**config.mk**
```make
export PLATFORM = sky130hd
export DESIGN_NAME = frame_scan
export DESIGN_NICKNAME = d
export VERILOG_FILES = /design/src/rtl/vga_pkg.sv /design/src/rtl/delay_line.sv /design/src/rtl/frame_scan.sv
export SDC_FILE = /design/constraint.sdc
export NUM_CORES = 1
export LEC_CHECK = 0
export CAP_MARGIN = 20
export CORE_MARGIN = 3
export CORE_UTILIZATION = 40
export DETAILED_ROUTE_END_ITERATION = 10
export GPL_TIMING_DRIVEN = 0
export MAX_ROUTING_LAYER = met4
export PLACE_DENSITY = 0.65
export SYNTH_ARGS = -nofsm -noshare
export SYNTH_HDL_FRONTEND = slang
export SYNTH_SLANG_ARGS = --single-unit
```
**constraint.sdc**
```tcl
create_clock -name VGA_CLK -period 2 [get_ports VGA_CLK]
set_input_delay 0.2 -clock VGA_CLK [delete_from_list [all_inputs] [get_ports VGA_CLK]]
set_output_delay 0.2 -clock VGA_CLK [all_outputs]
set_load 0.03 [all_outputs]
```
**src/rtl/vga_pkg.sv**
```systemverilog
// Shared VGA timing constants, frame buffer geometry and the scan FSM state type.
package vga_pkg;

  // 640x480 @ 60 Hz horizontal timing, in pixel clocks
  localparam int H_VIS   = 640;
  localparam int H_FP    = 16;
  localparam int H_SYNC  = 96;
  localparam int H_BP    = 48;
  localparam int H_TOTAL = H_VIS + H_FP + H_SYNC + H_BP;

  // Vertical timing, in lines
  localparam int V_VIS   = 480;
  localparam int V_FP    = 10;
  localparam int V_SYNC  = 2;
  localparam int V_BP    = 33;
  localparam int V_TOTAL = V_VIS + V_FP + V_SYNC + V_BP;

  // Half-resolution byte frame buffer: each buffer byte covers a 2x2 pixel block
  localparam int FB_W   = 320;
  localparam int FB_H   = 240;
  localparam int ADDR_W = 17;

  typedef enum logic {
    IDLE = 1'b0,
    SCAN = 1'b1
  } scan_state_t;

endpackage

```
**src/rtl/delay_line.sv**
```systemverilog
// Fixed-depth shift register used to align scan-side flags with the memory read path.
module delay_line #(
  parameter int               WIDTH = 1,
  parameter int               DEPTH = 1,
  parameter logic [WIDTH-1:0] INIT  = '0
) (
  input  logic             VGA_CLK,
  input  logic             Reset_n,
  input  logic [WIDTH-1:0] din,
  output logic [WIDTH-1:0] dout
);

  logic [WIDTH-1:0] stage_reg [DEPTH];

  // Shift one stage per clock; reset loads every stage with the idle pattern
  always_ff @(posedge VGA_CLK or negedge Reset_n) begin
    if (!Reset_n) begin
      for (int i = 0; i < DEPTH; i++) begin
        stage_reg[i] <= INIT;
      end
    end else begin
      stage_reg[0] <= din;
      for (int i = 1; i < DEPTH; i++) begin
        stage_reg[i] <= stage_reg[i-1];
      end
    end
  end

  assign dout = stage_reg[DEPTH-1];

endmodule

```
**src/rtl/frame_scan.sv**
```systemverilog
// VGA frame scanner: walks the pixel raster, fetches palette indices from a
// half-resolution frame buffer and emits pixel, blank and sync outputs aligned
// to the returned read data. MEM_LAT is expected to lie in 1..4.
module frame_scan #(
  parameter int H_VIS   = vga_pkg::H_VIS,
  parameter int H_FP    = vga_pkg::H_FP,
  parameter int H_SYNC  = vga_pkg::H_SYNC,
  parameter int H_BP    = vga_pkg::H_BP,
  parameter int V_VIS   = vga_pkg::V_VIS,
  parameter int V_FP    = vga_pkg::V_FP,
  parameter int V_SYNC  = vga_pkg::V_SYNC,
  parameter int V_BP    = vga_pkg::V_BP,
  parameter int MEM_LAT = 2
) (
  input  logic                       VGA_CLK,
  input  logic                       Reset_n,
  input  logic                       enable,
  output logic [vga_pkg::ADDR_W-1:0] OCM_ADDR,
  input  logic [7:0]                 OCM_DATA,
  output logic                       RE_OCM,
  output logic [7:0]                 PixelColor,
  output logic                       blank,
  output logic                       VGA_HS,
  output logic                       VGA_VS,
  output logic                       frame_start
);

  import vga_pkg::scan_state_t;
  import vga_pkg::IDLE;
  import vga_pkg::SCAN;
  import vga_pkg::FB_W;
  import vga_pkg::ADDR_W;

  localparam int H_TOT = H_VIS + H_FP + H_SYNC + H_BP;
  localparam int V_TOT = V_VIS + V_FP + V_SYNC + V_BP;
  localparam int HC_W  = $clog2(H_TOT);
  localparam int VC_W  = $clog2(V_TOT);

  localparam logic [HC_W-1:0] H_LAST  = HC_W'(H_TOT - 1);
  localparam logic [HC_W-1:0] H_VIS_C = HC_W'(H_VIS);
  localparam logic [HC_W-1:0] HS_LO   = HC_W'(H_VIS + H_FP);
  localparam logic [HC_W-1:0] HS_HI   = HC_W'(H_VIS + H_FP + H_SYNC - 1);
  localparam logic [VC_W-1:0] V_LAST  = VC_W'(V_TOT - 1);
  localparam logic [VC_W-1:0] V_VIS_C = VC_W'(V_VIS);
  localparam logic [VC_W-1:0] VS_LO   = VC_W'(V_VIS + V_FP);
  localparam logic [VC_W-1:0] VS_HI   = VC_W'(V_VIS + V_FP + V_SYNC - 1);

  scan_state_t       state_reg, state_next;
  logic [HC_W-1:0]   hc_reg;
  logic [VC_W-1:0]   vc_reg;
  logic [ADDR_W-1:0] row_base_reg;
  logic [ADDR_W-1:0] addr_reg;
  logic              line_end, frame_end;
  logic              visible, hs_int, vs_int;
  logic [2:0]        dly_bus;

  assign line_end  = (hc_reg == H_LAST);
  assign frame_end = line_end && (vc_reg == V_LAST);

  // FSM state register
  always_ff @(posedge VGA_CLK or negedge Reset_n) begin
    if (!Reset_n) state_reg <= IDLE;
    else          state_reg <= state_next;
  end

  // Next state: start on enable, stop only once the current frame is complete
  always_comb begin
    state_next = state_reg;
    case (state_reg)
      IDLE:    if (enable) state_next = SCAN;
      SCAN:    if (frame_end && !enable) state_next = IDLE;
      default: state_next = IDLE;
    endcase
  end

  // FSM outputs: raster-derived visible flag, raw syncs and the frame marker
  always_comb begin
    visible     = 1'b0;
    hs_int      = 1'b1;
    vs_int      = 1'b1;
    frame_start = 1'b0;
    if (state_reg == SCAN) begin
      visible     = (hc_reg < H_VIS_C) && (vc_reg < V_VIS_C);
      hs_int      = !((hc_reg >= HS_LO) && (hc_reg <= HS_HI));
      vs_int      = !((vc_reg >= VS_LO) && (vc_reg <= VS_HI));
      frame_start = (hc_reg == '0) && (vc_reg == '0);
    end
  end

  // Raster counters; parked at the origin whenever not scanning
  always_ff @(posedge VGA_CLK or negedge Reset_n) begin
    if (!Reset_n) begin
      hc_reg <= '0;
      vc_reg <= '0;
    end else if (state_reg == SCAN) begin
      if (line_end) begin
        hc_reg <= '0;
        vc_reg <= (vc_reg == V_LAST) ? '0 : vc_reg + 1'b1;
      end else begin
        hc_reg <= hc_reg + 1'b1;
      end
    end else begin
      hc_reg <= '0;
      vc_reg <= '0;
    end
  end

  // Row base tracks (vc>>1)*FB_W: two display lines share one buffer row
  always_ff @(posedge VGA_CLK or negedge Reset_n) begin
    if (!Reset_n) begin
      row_base_reg <= '0;
    end else if (state_reg != SCAN || frame_end) begin
      row_base_reg <= '0;
    end else if (line_end && vc_reg[0] && (vc_reg < V_VIS_C)) begin
      row_base_reg <= row_base_reg + ADDR_W'(FB_W);
    end
  end

  // Read address for visible pixels; holds its last value during blanking
  always_ff @(posedge VGA_CLK or negedge Reset_n) begin
    if (!Reset_n)     addr_reg <= '0;
    else if (visible) addr_reg <= row_base_reg + ADDR_W'(hc_reg >> 1);
  end

  assign OCM_ADDR = addr_reg;

  // One stage for the address register plus MEM_LAT for the memory itself
  delay_line #(
    .WIDTH (3),
    .DEPTH (MEM_LAT + 1),
    .INIT  (3'b011)
  ) u_align (
    .VGA_CLK (VGA_CLK),
    .Reset_n (Reset_n),
    .din     ({visible, hs_int, vs_int}),
    .dout    (dly_bus)
  );

  // Output register: capture read data and the matching delayed flags together
  always_ff @(posedge VGA_CLK or negedge Reset_n) begin
    if (!Reset_n) begin
      PixelColor <= 8'h00;
      RE_OCM     <= 1'b0;
      blank      <= 1'b0;
      VGA_HS     <= 1'b1;
      VGA_VS     <= 1'b1;
    end else begin
      PixelColor <= dly_bus[2] ? OCM_DATA : 8'h00;
      RE_OCM     <= dly_bus[2];
      blank      <= dly_bus[2];
      VGA_HS     <= dly_bus[1];
      VGA_VS     <= dly_bus[0];
    end
  end

endmodule

```
==> run metrics, run 1 <==
post-route insts no fill 450; synthesized instance count 284; CTS Buf Count 9; P per Cell Area around 630 nW/µm²; largest cells by area after synthesis dfrtp_1 48%, dfstp_2 6.7%, xnor2_1 4.7%; drt wl/cell 13.7 µm; CTS tree yes; Global Route Usage Sum 0.151; flip-flop count of the largest register after layout 17; Max Buffers Root-to-Sink 2; Pleak ~1.7 nW; Sw Ratio 0.254; setup ws final -0.0426 ns; Net Count, Synth about 300; period utilization 1.02; pins over their slew limit 0; Final Core Density 0.549; # DRC 0; Max Freq 0.490 GHz; DRT Wirelength about 6 mm; cell taking the most area after synthesis dfrtp_1; antenna-violating nets left 0; combinational share of power 0.033; CP Max Fanout 5; largest net degree at the start of global routing 70; Syn Area/Cell 11.1 µm²; R2R depth 7; num ports 41; initial antenna violation count 0; first-pass GRT wire length 10.1 mm; Reg2Reg Setup Slack around 0.050 ns; min-delay src u_align.stage_reg[5]; RSZ-0062 raised after global routing true; H-tree levels 3; die height 94.8 µm; worst hold endpoint u_align.dout[2]; Setup crit start vc_reg[0]; Worst-path clk slew 0.08 ns; ant diodes 0; Clk pwr share 0.420; ys async rst share 1.00; die width 94.8 µm; outcome finished, violations left; CP startpoint kind flop; Yosys cell types 44; dpl hpwl around 4 mm; Hold Path Depth 0; worst rel slew slack 0.443; Top FF cell, synth dfrtp_1; crit path kind reg -> out; failing checks setup timing; DR pass1 iterations 4; Yosys top cell area share 0.484; Placed Cells between 400 and 500; Site Rows 31; Core ar. 7450 µm²; cell area after synthesis 3160 µm²; Buffers on Ports 40; FF+latch count, synth 69; Final Cell Area 4090 µm²; Post-synth EDFFs 0; fin crit period between 2 and 2.5 ns; Layout area overhead 29.6%; launching point of the worst reg2reg path hc_reg[5]; die area 8990 µm²; Num Clock Sinks 69; Placed Instance Area 3680 µm²; Initial Utilization 0.424; Vias per Instance 5.04; Flop pwr share 0.547; vias ~2.3k; layout cells sized above 1 0.225; GP Congestion 0.881; vias in the first global route 2,212; Clk Latency, worst-skew pair 0.35 ns; Worst Path Arrival 1.84 ns; Cell Int Power 1.92 mW; CP required about 1.8 ns; most common cell in the netlist dfrtp_1; Worst-Margin Slew between 0.8 and 0.9 ns; NetSw 651 µW; Crit. End Element output port; Hold Crit Class reg -> reg; nets about 370; Overflow after GRT 0; Commonest cells post-synth 61 x dfrtp_1, 27 x nor2_1, 25 x nand2_1; Iter 0 DRT Violations between 70 and 80; post-synthesis sequential area ratio 0.550; skew final 0.0108 ns; Synth warnings 0; RR Endpoint row_base_reg[10]; setup violators final 1; clock root buffer clkbuf_8; Peak supply drop between 0.3 and 0.4 mV; Max-cap violations 0; Fin. Hold Viols 0; worst slack at placement -0.445 ns
-- cells by family after synthesis --
group | Yosys count | share of synthesized area
buffers and inverters | 19 | 0.0317
flip-flops | 69 | 0.550
AND/OR/NAND/NOR | 120 | 0.212
multiplexers | 6 | 0.0210
AO/OA/AOI/OAI | 28 | 0.0575
adder cells (fa/ha/maj) | 9 | 0.0357
XOR/XNOR | 33 | 0.0916
-- cells in the final DEF (no fill, tap or decap), types with 3 or more instances in the layout --
| master | n |
|---|---|
| dfrtp_1 | 56 |
| clkdlybuf4s50_1 | 38 |
| nor2_1 | 27 |
| nand2_1 | 25 |
| xnor2_1 | 17 |
| o21ai_0 | 16 |
| xor2_1 | 15 |
| buf_4 | 12 |
| and2_1 | 11 |
| clkbuf_8 | 9 |
| dfstp_2 | 8 |
| nand3_1 | 8 |
| ha_1 | 8 |
| buf_6 | 7 |
| nand4_1 | 7 |
| inv_1 | 5 |
| nor3b_1 | 5 |
| mux2_2 | 5 |
| dfrtp_2 | 5 |
| nor3_1 | 4 |
| inv_2 | 3 |
| or3_1 | 3 |
| a21oi_1 | 3 |
| and3_1 | 3 |
| nor2b_1 | 3 |
| nand3_2 | 3 |
| a21o_1 | 3 |
| nor2_2 | 3 |
-- how the worst max path moves through the flow --
stage,end,slack (ns),cells after the start
after CTS,frame_start,-0.11,6
after global routing,frame_start,-0.17,6
final,frame_start,-0.04,6
after floorplan,vc_reg[0],0.08,7
after global placement,OCM_ADDR[2],-1.55,1
after detailed placement,frame_start,-0.45,6
-- metrics by stage --
step / hold WS (ns) / total power, mW / TNS (ns)
final: 0.354 / 2.57 / -0.0426
after global routing: 0.353 / 2.68 / -0.395
after CTS: 0.356 / 2.60 / -0.108
after detailed placement: 0.339 / 1.52 / -3.67
after global placement: 0.335 / 1.52 / -103.46
after floorplan: -0.0956 / 1.46 / 0
-- routing by layer --
| metal | global-route usage | share of wire |
|---|---|---|
| met1 | 0.181 | 0.46 |
| met2 | 0.234 | 0.48 |
| met3 | 0.0327 | 0.040 |
| met4 | 0.0865 | 0.020 |
| met5 | - | 0 |
-- repair_timing --
item | CTS | global route
hold buffers | 1 | 0
cloned | 1 | 0
setup endpoints to repair | 29 | 32
hold endpoints to repair | 61 | 0
pin swaps | 4 | 5
setup buffers | 3 | 7
gates resized for setup | 14 | 27
-- area by class of cell --
class                           instances  area [µm²]
Inverter                                8        30.0
Sequential cell                        69        1740
Clock buffer                            9         124
Timing Repair Buffer                   52         499
Clock inverter                          7        63.8
Fill cell                             662        3360
Multi-Input combinational cell        196        1430
Buffer                                 10        78.8
Tap cell                               99         124
-- worst max-delay path, cell delays in order, from the launching register on --
cell	delay [ns]
dfrtp_2	0.45
inv_2	0.09
ha_4	0.11
nor4b_4	0.20
nand4_1	0.18
nor4_4	0.29
buf_6	0.17
-- power by group through the flow --
stage | clock (mW) | combinational (mW) | sequential [mW]
6_report | 1.08 | 0.0850 | 1.40
5_1_grt | 1.18 | 0.0943 | 1.41
4_1_cts | 1.11 | 0.0883 | 1.40
3_5_place_dp | 0 | 0.0864 | 1.43
3_3_place_gp | 0 | 0.0863 | 1.43
2_1_floorplan | 0 | 0.00574 | 1.45
Power figures use the tool's default switching activity.
==> run 2: changes to the inputs <==
ABC_AREA = 1   (was not set)
==> run 2 against run 1 <==
Against the previous run:
- the flow now finishes without violations
- wire length rose by 20%
- critical path depth rose by 1
- power increased by 43%
- non-clock buffer count shrank 13
- via count is 23% higher
- clock skew rose by 0.0041 ns
- flip-flop and latch count unchanged
- first-iteration DRC count is 34% higher
- sequential power rose by 20%
- worst setup slack better by 0.20 ns
- cell count increased by 26%
- critical path type unchanged
- highest routed layer unchanged
==> run metrics, run 2 <==
Max Buffers Root-to-Sink 2 (unchanged); Net Count, Synth 426 (was 304); skew final 0.0149 ns (was 0.0108 ns); R2R depth 7 (unchanged); Max-cap violations 0 (unchanged); CTS Buf Count 9 (unchanged); # DRC 0 (unchanged); most frequent cells in the layout 113 x nand2_1, 61 x dfrtp_1, 51 x inv_1 (was 56 x dfrtp_1, 38 x clkdlybuf4s50_1, 27 x nor2_1); Worst-Margin Slew 0.851 ns (was 0.836 ns); crit path kind reg -> out (unchanged); antenna-violating nets left 0 (unchanged); fin crit period 1.85 ns (was 2.04 ns); vias in the first global route 2,760 (was 2,212); die area 9680 µm² (was 8990 µm²); DRT Wirelength 7.42 mm (was 6.17 mm); cell taking the most area after synthesis dfrtp_1 (unchanged); Vias per Instance 4.93 (was 5.04); die height 98.4 µm (was 94.8 µm); ys async rst share 1.00 (unchanged); Layout area overhead 22.4% (was 29.6%); pins over their slew limit 0 (unchanged); flip-flop count of the largest register after layout 17 (unchanged); worst slack at placement -0.0871 ns (was -0.445 ns); launching point of the worst reg2reg path hc_reg[0] (was hc_reg[5]); Initial Utilization 0.413 (was 0.424); Final Core Density 0.506 (was 0.549); GP Congestion 0.878 (was 0.881); nets 478 (was 366); min-delay src u_align.stage_reg[4] (was u_align.stage_reg[5]); Global Route Usage Sum 0.165 (was 0.151); drt wl/cell 13.1 µm (was 13.7 µm); outcome finished, final reports clean (was finished, violations left); Post-synth EDFFs 0 (unchanged); Syn Area/Cell 8.41 µm² (was 11.1 µm²); num ports 41 (unchanged); setup bufs post-CTS 0 (was 3); Num Clock Sinks 69 (unchanged); DR pass1 iterations 4 (unchanged); Buffers on Ports 40 (unchanged); largest net degree at the start of global routing 70 (unchanged); CP startpoint kind flop (unchanged); Core ar. 8260 µm² (was 7450 µm²); worst hold endpoint u_align.dout[1] (was u_align.dout[2]); most common cell in the netlist nand2_1 (was dfrtp_1); clock root buffer clkbuf_8 (unchanged); Worst-path clk slew 0.07 ns (was 0.08 ns); Max Freq 0.542 GHz (was 0.490 GHz); Site Rows 33 (was 31); overall power 3.66 mW (was 2.57 mW); Crit. End Element output port (unchanged); post-synthesis sequential area ratio 0.509 (was 0.550); Yosys cell types 32 (was 44); setup ws final 0.154 ns (was -0.0426 ns); CP required 1.80 ns (about the same); Synth warnings 0 (unchanged); Fin. Hold Viols 0 (unchanged); H-tree levels 3 (unchanged); layout cells sized above 1 0.121 (was 0.225); Top FF cell, synth dfrtp_1 (unchanged); RR Endpoint vc_reg[6] (was row_base_reg[10]); cell area after synthesis 3410 µm² (was 3160 µm²); largest cells by area after synthesis dfrtp_1 45%, nand2_1 12%, dfstp_2 6.2% (was dfrtp_1 48%, dfstp_2 6.7%, xnor2_1 4.7%); Worst Path Arrival 1.65 ns (was 1.84 ns); worst rel slew slack 0.432 (was 0.443); Hold Crit Class reg -> reg (unchanged); Yosys top cell area share 0.447 (was 0.484); RSZ-0062 raised after global routing false (was true); period utilization 0.923 (was 1.02); WHS 0.353 ns (was 0.354 ns); Reg2Reg Setup Slack 0.34 ns (was 0.05 ns); Peak supply drop 0.374 mV (was 0.364 mV); first-pass GRT wire length 12.8 mm (was 10.1 mm); ant diodes 0 (unchanged); synthesized instance count 406 (was 284); most common cell after layout, fill and taps aside nand2_1 (was dfrtp_1); dpl hpwl 5.45 mm (was 4.00 mm); CTS tree yes (unchanged); Pleak 2.06 nW (was 1.74 nW); die width 98.4 µm (was 94.8 µm); Clk Latency, worst-skew pair 0.34 ns (was 0.35 ns); Hold Path Depth 0 (unchanged); vias 2,800 (was 2,270); FF+latch count, synth 69 (unchanged); initial antenna violation count 0 (unchanged); Overflow after GRT 0 (unchanged); setup violators final 0 (was 1); CP Max Fanout 3 (was 5); Commonest cells post-synth 113 x nand2_1, 61 x dfrtp_1, 51 x inv_1 (was 61 x dfrtp_1, 27 x nor2_1, 25 x nand2_1); P per Cell Area 877 nW/µm² (was 628 nW/µm²); Iter 0 DRT Violations 102 (was 76)
[run 2: changes by cell type in the layout (fill, tap and decap cells not counted), sizes merged, moves of 5 or more]
cell and delta:
nand3 +29, and2 -11, nor2 +5, xnor2 -15
nor3b -5, nand4 +6, nand2 +93, buf -11
inv +42, mux2 -5, xor2 -12, nor3 +5
o21ai +11
[run 2: routing by layer]
metal | global-route usage | up-vias | share of wire
li1 | - | 1406 | -
met1 | 0.218 | 1326 | 0.48
met2 | 0.261 | 60 | 0.46
met3 | 0.0264 | 8 | 0.041
met4 | 0.0536 | 0 | 0.012
met5 | - | - | 0
[run 2: how the worst max path moves through the flow]
stage | start | end | slack [ns]
floorplan | hc_reg[1] | frame_start | 0.28
global placement | Reset_n | row_base_reg[11] | -1.56
detailed placement | hc_reg[1] | frame_start | -0.09
CTS | hc_reg[1] | frame_start | 0.02
global route | hc_reg[1] | frame_start | 0.03
finish | hc_reg[1] | frame_start | 0.15
[run 2: what timing repair did]
item                                   CTS  global route
hold buffers                             1             0
resized for setup                        6             3
setup endpoints to repair                1             1
endpoints found under the hold margin    5             0
[run 2: kinds of logic (layout without fill, tap and decap cells)]
kind of cell	count (synthesis)	after routing	share of synthesized area
fa+ha+maj	9	9	0.0330
flops	69	69	0.509
xor+xnor	6	6	0.0154
compound gates	39	39	0.0682
buf+inv	63	120	0.0821
simple gates	220	220	0.293
[run 2: layout make-up]
cell class,instances,area (µm²)
clock buffers,10,128
flip-flops and latches,69,1740
inverters,55,211
repair buffers,41,405
clock inverters,6,88.8
well taps,105,131
plain buffers,8,68.8
multi-input cells,274,1410
fillers,806,4080
[run 2: stage by stage]
stage	TNS, ns	area, µm²	instances
6_report	0	4180	568
5_1_grt	0	4180	568
4_1_cts	0	4160	568
3_5_place_dp	-0.0871	3940	551
3_3_place_gp	-101.09	3950	551
2_1_floorplan	0	3410	406
[run 2: power by group]
part           internal, mW  switching (mW)  leakage [nW]
Clock                 0.702           0.532         0.102
Combinational         0.295           0.451          1.09
Sequential             1.55           0.134         0.859
Total                  2.54            1.12          2.06
[run 2: critical path, stage by stage, from the launching register on]
cell	delay, ns
dfrtp_1	0.40
inv_1	0.12
ha_1	0.19
nand2_1	0.07
nor3_2	0.10
nand4_1	0.11
nor3_2	0.14
buf_4	0.19
==> run 3: changes to the inputs <==
MAX_ROUTING_LAYER = not set   (was met4)
==> run 3 against run 2 <==
Against the previous run:
- clock skew decreased by 0.0056 ns
- flip-flop and latch count unchanged
- hold slack better by 0.0041 ns
- design area is 0.36% higher
- clock power up 6%
- first-iteration DRC count rose by 24%
- sequential power about the same
- cell count is the same
- register-to-register slack better by 0.02 ns
- critical endpoint unchanged
- via count rose by 0.75%
- power increased by 1.6%
- critical path depth decreased by 2
==> run metrics, run 3 (synthesis gave the netlist of run 2 again) <==
Max Buffers Root-to-Sink 2 (unchanged); CP required 1.80 ns (about the same); Peak supply drop 0.388 mV (was 0.374 mV); # DRC 0 (unchanged); Fin. Hold Viols 0 (unchanged); clock root buffer clkbuf_8 (unchanged); outcome finished, final reports clean (unchanged); worst rel slew slack 0.432 (about the same); GP Congestion 0.866 (was 0.878); Fill cells 783 (was 806); layout cells sized above 1 0.123 (was 0.121); H-tree levels 3 (unchanged); CTS tree yes (unchanged); largest net degree at the start of global routing 70 (unchanged); most common cell after layout, fill and taps aside nand2_1 (unchanged); CP startpoint kind flop (unchanged); Vias per Instance 4.97 (was 4.93); most frequent cells in the layout 113 x nand2_1, 61 x dfrtp_1, 51 x inv_1 (unchanged); Buffers on Ports 40 (unchanged); crit path kind reg -> out (unchanged); flip-flop count of the largest register after layout 17 (unchanged); drt wl/cell 12.9 µm (was 13.1 µm); dpl hpwl 5.27 mm (was 5.45 mm); die height 98.4 µm (unchanged); Layout area overhead 22.8% (was 22.4%); min-delay src u_align.stage_reg[7] (was u_align.stage_reg[4]); setup violators final 0 (unchanged); num ports 41 (unchanged); CTS Buf Count 9 (unchanged); first-pass GRT wire length 12.9 mm (was 12.8 mm); vias 2,821 (was 2,800); Max Freq 0.544 GHz (was 0.542 GHz); Worst-path clk slew 0.07 ns (about the same); fin crit period 1.84 ns (was 1.85 ns); Global Route Usage Sum 0.162 (was 0.165); Hold Crit Class reg -> reg (unchanged); Core ar. 8260 µm² (unchanged); CP Max Fanout 6 (was 3); die width 98.4 µm (unchanged); antenna-violating nets left 0 (unchanged); die area 9680 µm² (unchanged); nets 478 (unchanged); P per Cell Area 888 nW/µm² (was 877 nW/µm²); FF+latch area 1740 µm² (unchanged); pins over their slew limit 0 (unchanged); RSZ-0062 raised after global routing false (unchanged); initial antenna violation count 0 (unchanged); Worst Path Arrival 1.64 ns (was 1.65 ns); skew final 0.00925 ns (was 0.0149 ns); Num Clock Sinks 69 (unchanged); Max-cap violations 0 (unchanged); Worst-Margin Slew 0.852 ns (was 0.851 ns); Iter 0 DRT Violations 126 (was 102); Site Rows 33 (unchanged); Placed Instance Area 3940 µm² (unchanged); R2R depth 9 (was 7); Pleak 2.07 nW (was 2.06 nW); Setup crit start state_reg (was hc_reg[1]); DR pass1 iterations 4 (unchanged); DRT Wirelength 7.34 mm (was 7.42 mm); period utilization 0.919 (was 0.923); Final Cell Area 4190 µm² (was 4180 µm²); Initial Utilization 0.413 (unchanged); ant diodes 0 (unchanged); Hold Path Depth 0 (unchanged); vias in the first global route 2,783 (was 2,760); Overflow after GRT 0 (unchanged); Multi-input gate area 1410 µm² (unchanged); Crit. End Element output port (unchanged); overall power 3.72 mW (was 3.66 mW); launching point of the worst reg2reg path vc_reg[0] (was hc_reg[0]); Clk Latency, worst-skew pair 0.34 ns (about the same)
[run 3: cell count changes in the layout (fill, tap and decap cells not counted), sizes merged]
cell and change:
inv +2, clkinv -1, clkinvlp -1
[run 3: report_power, final]
group	switching, mW	total [mW]	internal, mW
Clock	0.556	1.30	0.747
Combinational	0.447	0.741	0.294
Sequential	0.132	1.68	1.55
[run 3: cell type report]
type,instances,share of cell area
clock buffers,10,0.0328
inverters,55,0.0504
multi-input cells,274,0.336
well taps,105,0.0313
plain buffers,8,0.0164
clock inverters,6,0.0224
flip-flops and latches,69,0.414
repair buffers,41,0.0967
[run 3: through the flow]
stage	instances	hold slack, ns	setup slack [ns]	TNS (ns)	utilization
floorplan	406	-0.0956	0.276	0	-
global placement	551	0.334	-1.56	-101.07	0.478
detailed placement	551	0.344	-0.0937	-0.0937	0.477
CTS	568	0.359	0.0123	0	0.506
global route	568	0.358	0.0258	0	0.508
finish	568	0.357	0.162	0	0.508
[run 3: layer usage]
| layer | GRT usage | vias up | part of all wire |
|---|---|---|---|
| met3 | 0.0421 | 13 | 0.051 |
| met4 | 0.0557 | 0 | 0.020 |
| met5 | 0 | - | 0 |
| met2 | 0.249 | 68 | 0.45 |
| met1 | 0.225 | 1328 | 0.48 |
| li1 | - | 1412 | - |
[run 3: timing repair]
item	in CTS	in global routing
gates resized for setup	7	2
cloned	0	0
setup endpoints to repair	1	1
hold endpoints to repair	32	0
setup buffers	0	0
hold buffers	1	0
[run 3: final timing paths]
kind | endpoint | slack [ns]
max in group asynchronous | OCM_ADDR[8] | 0.93
hold / removal | u_align.stage_reg[4] | 0.36
setup / recovery | frame_start | 0.16
min in group asynchronous | OCM_ADDR[2] | 0.51
setup reg to reg | vc_reg[7] | 0.36
hold reg to reg | u_align.stage_reg[4] | 0.36
[run 3: worst max-delay path, stage by stage (launching register included)]
cell and delay [ns]:
dfrtp_1 0.51, inv_1 0.16, nor2_1 0.15, nand3_1 0.10
nor3_2 0.20, buf_4 0.18
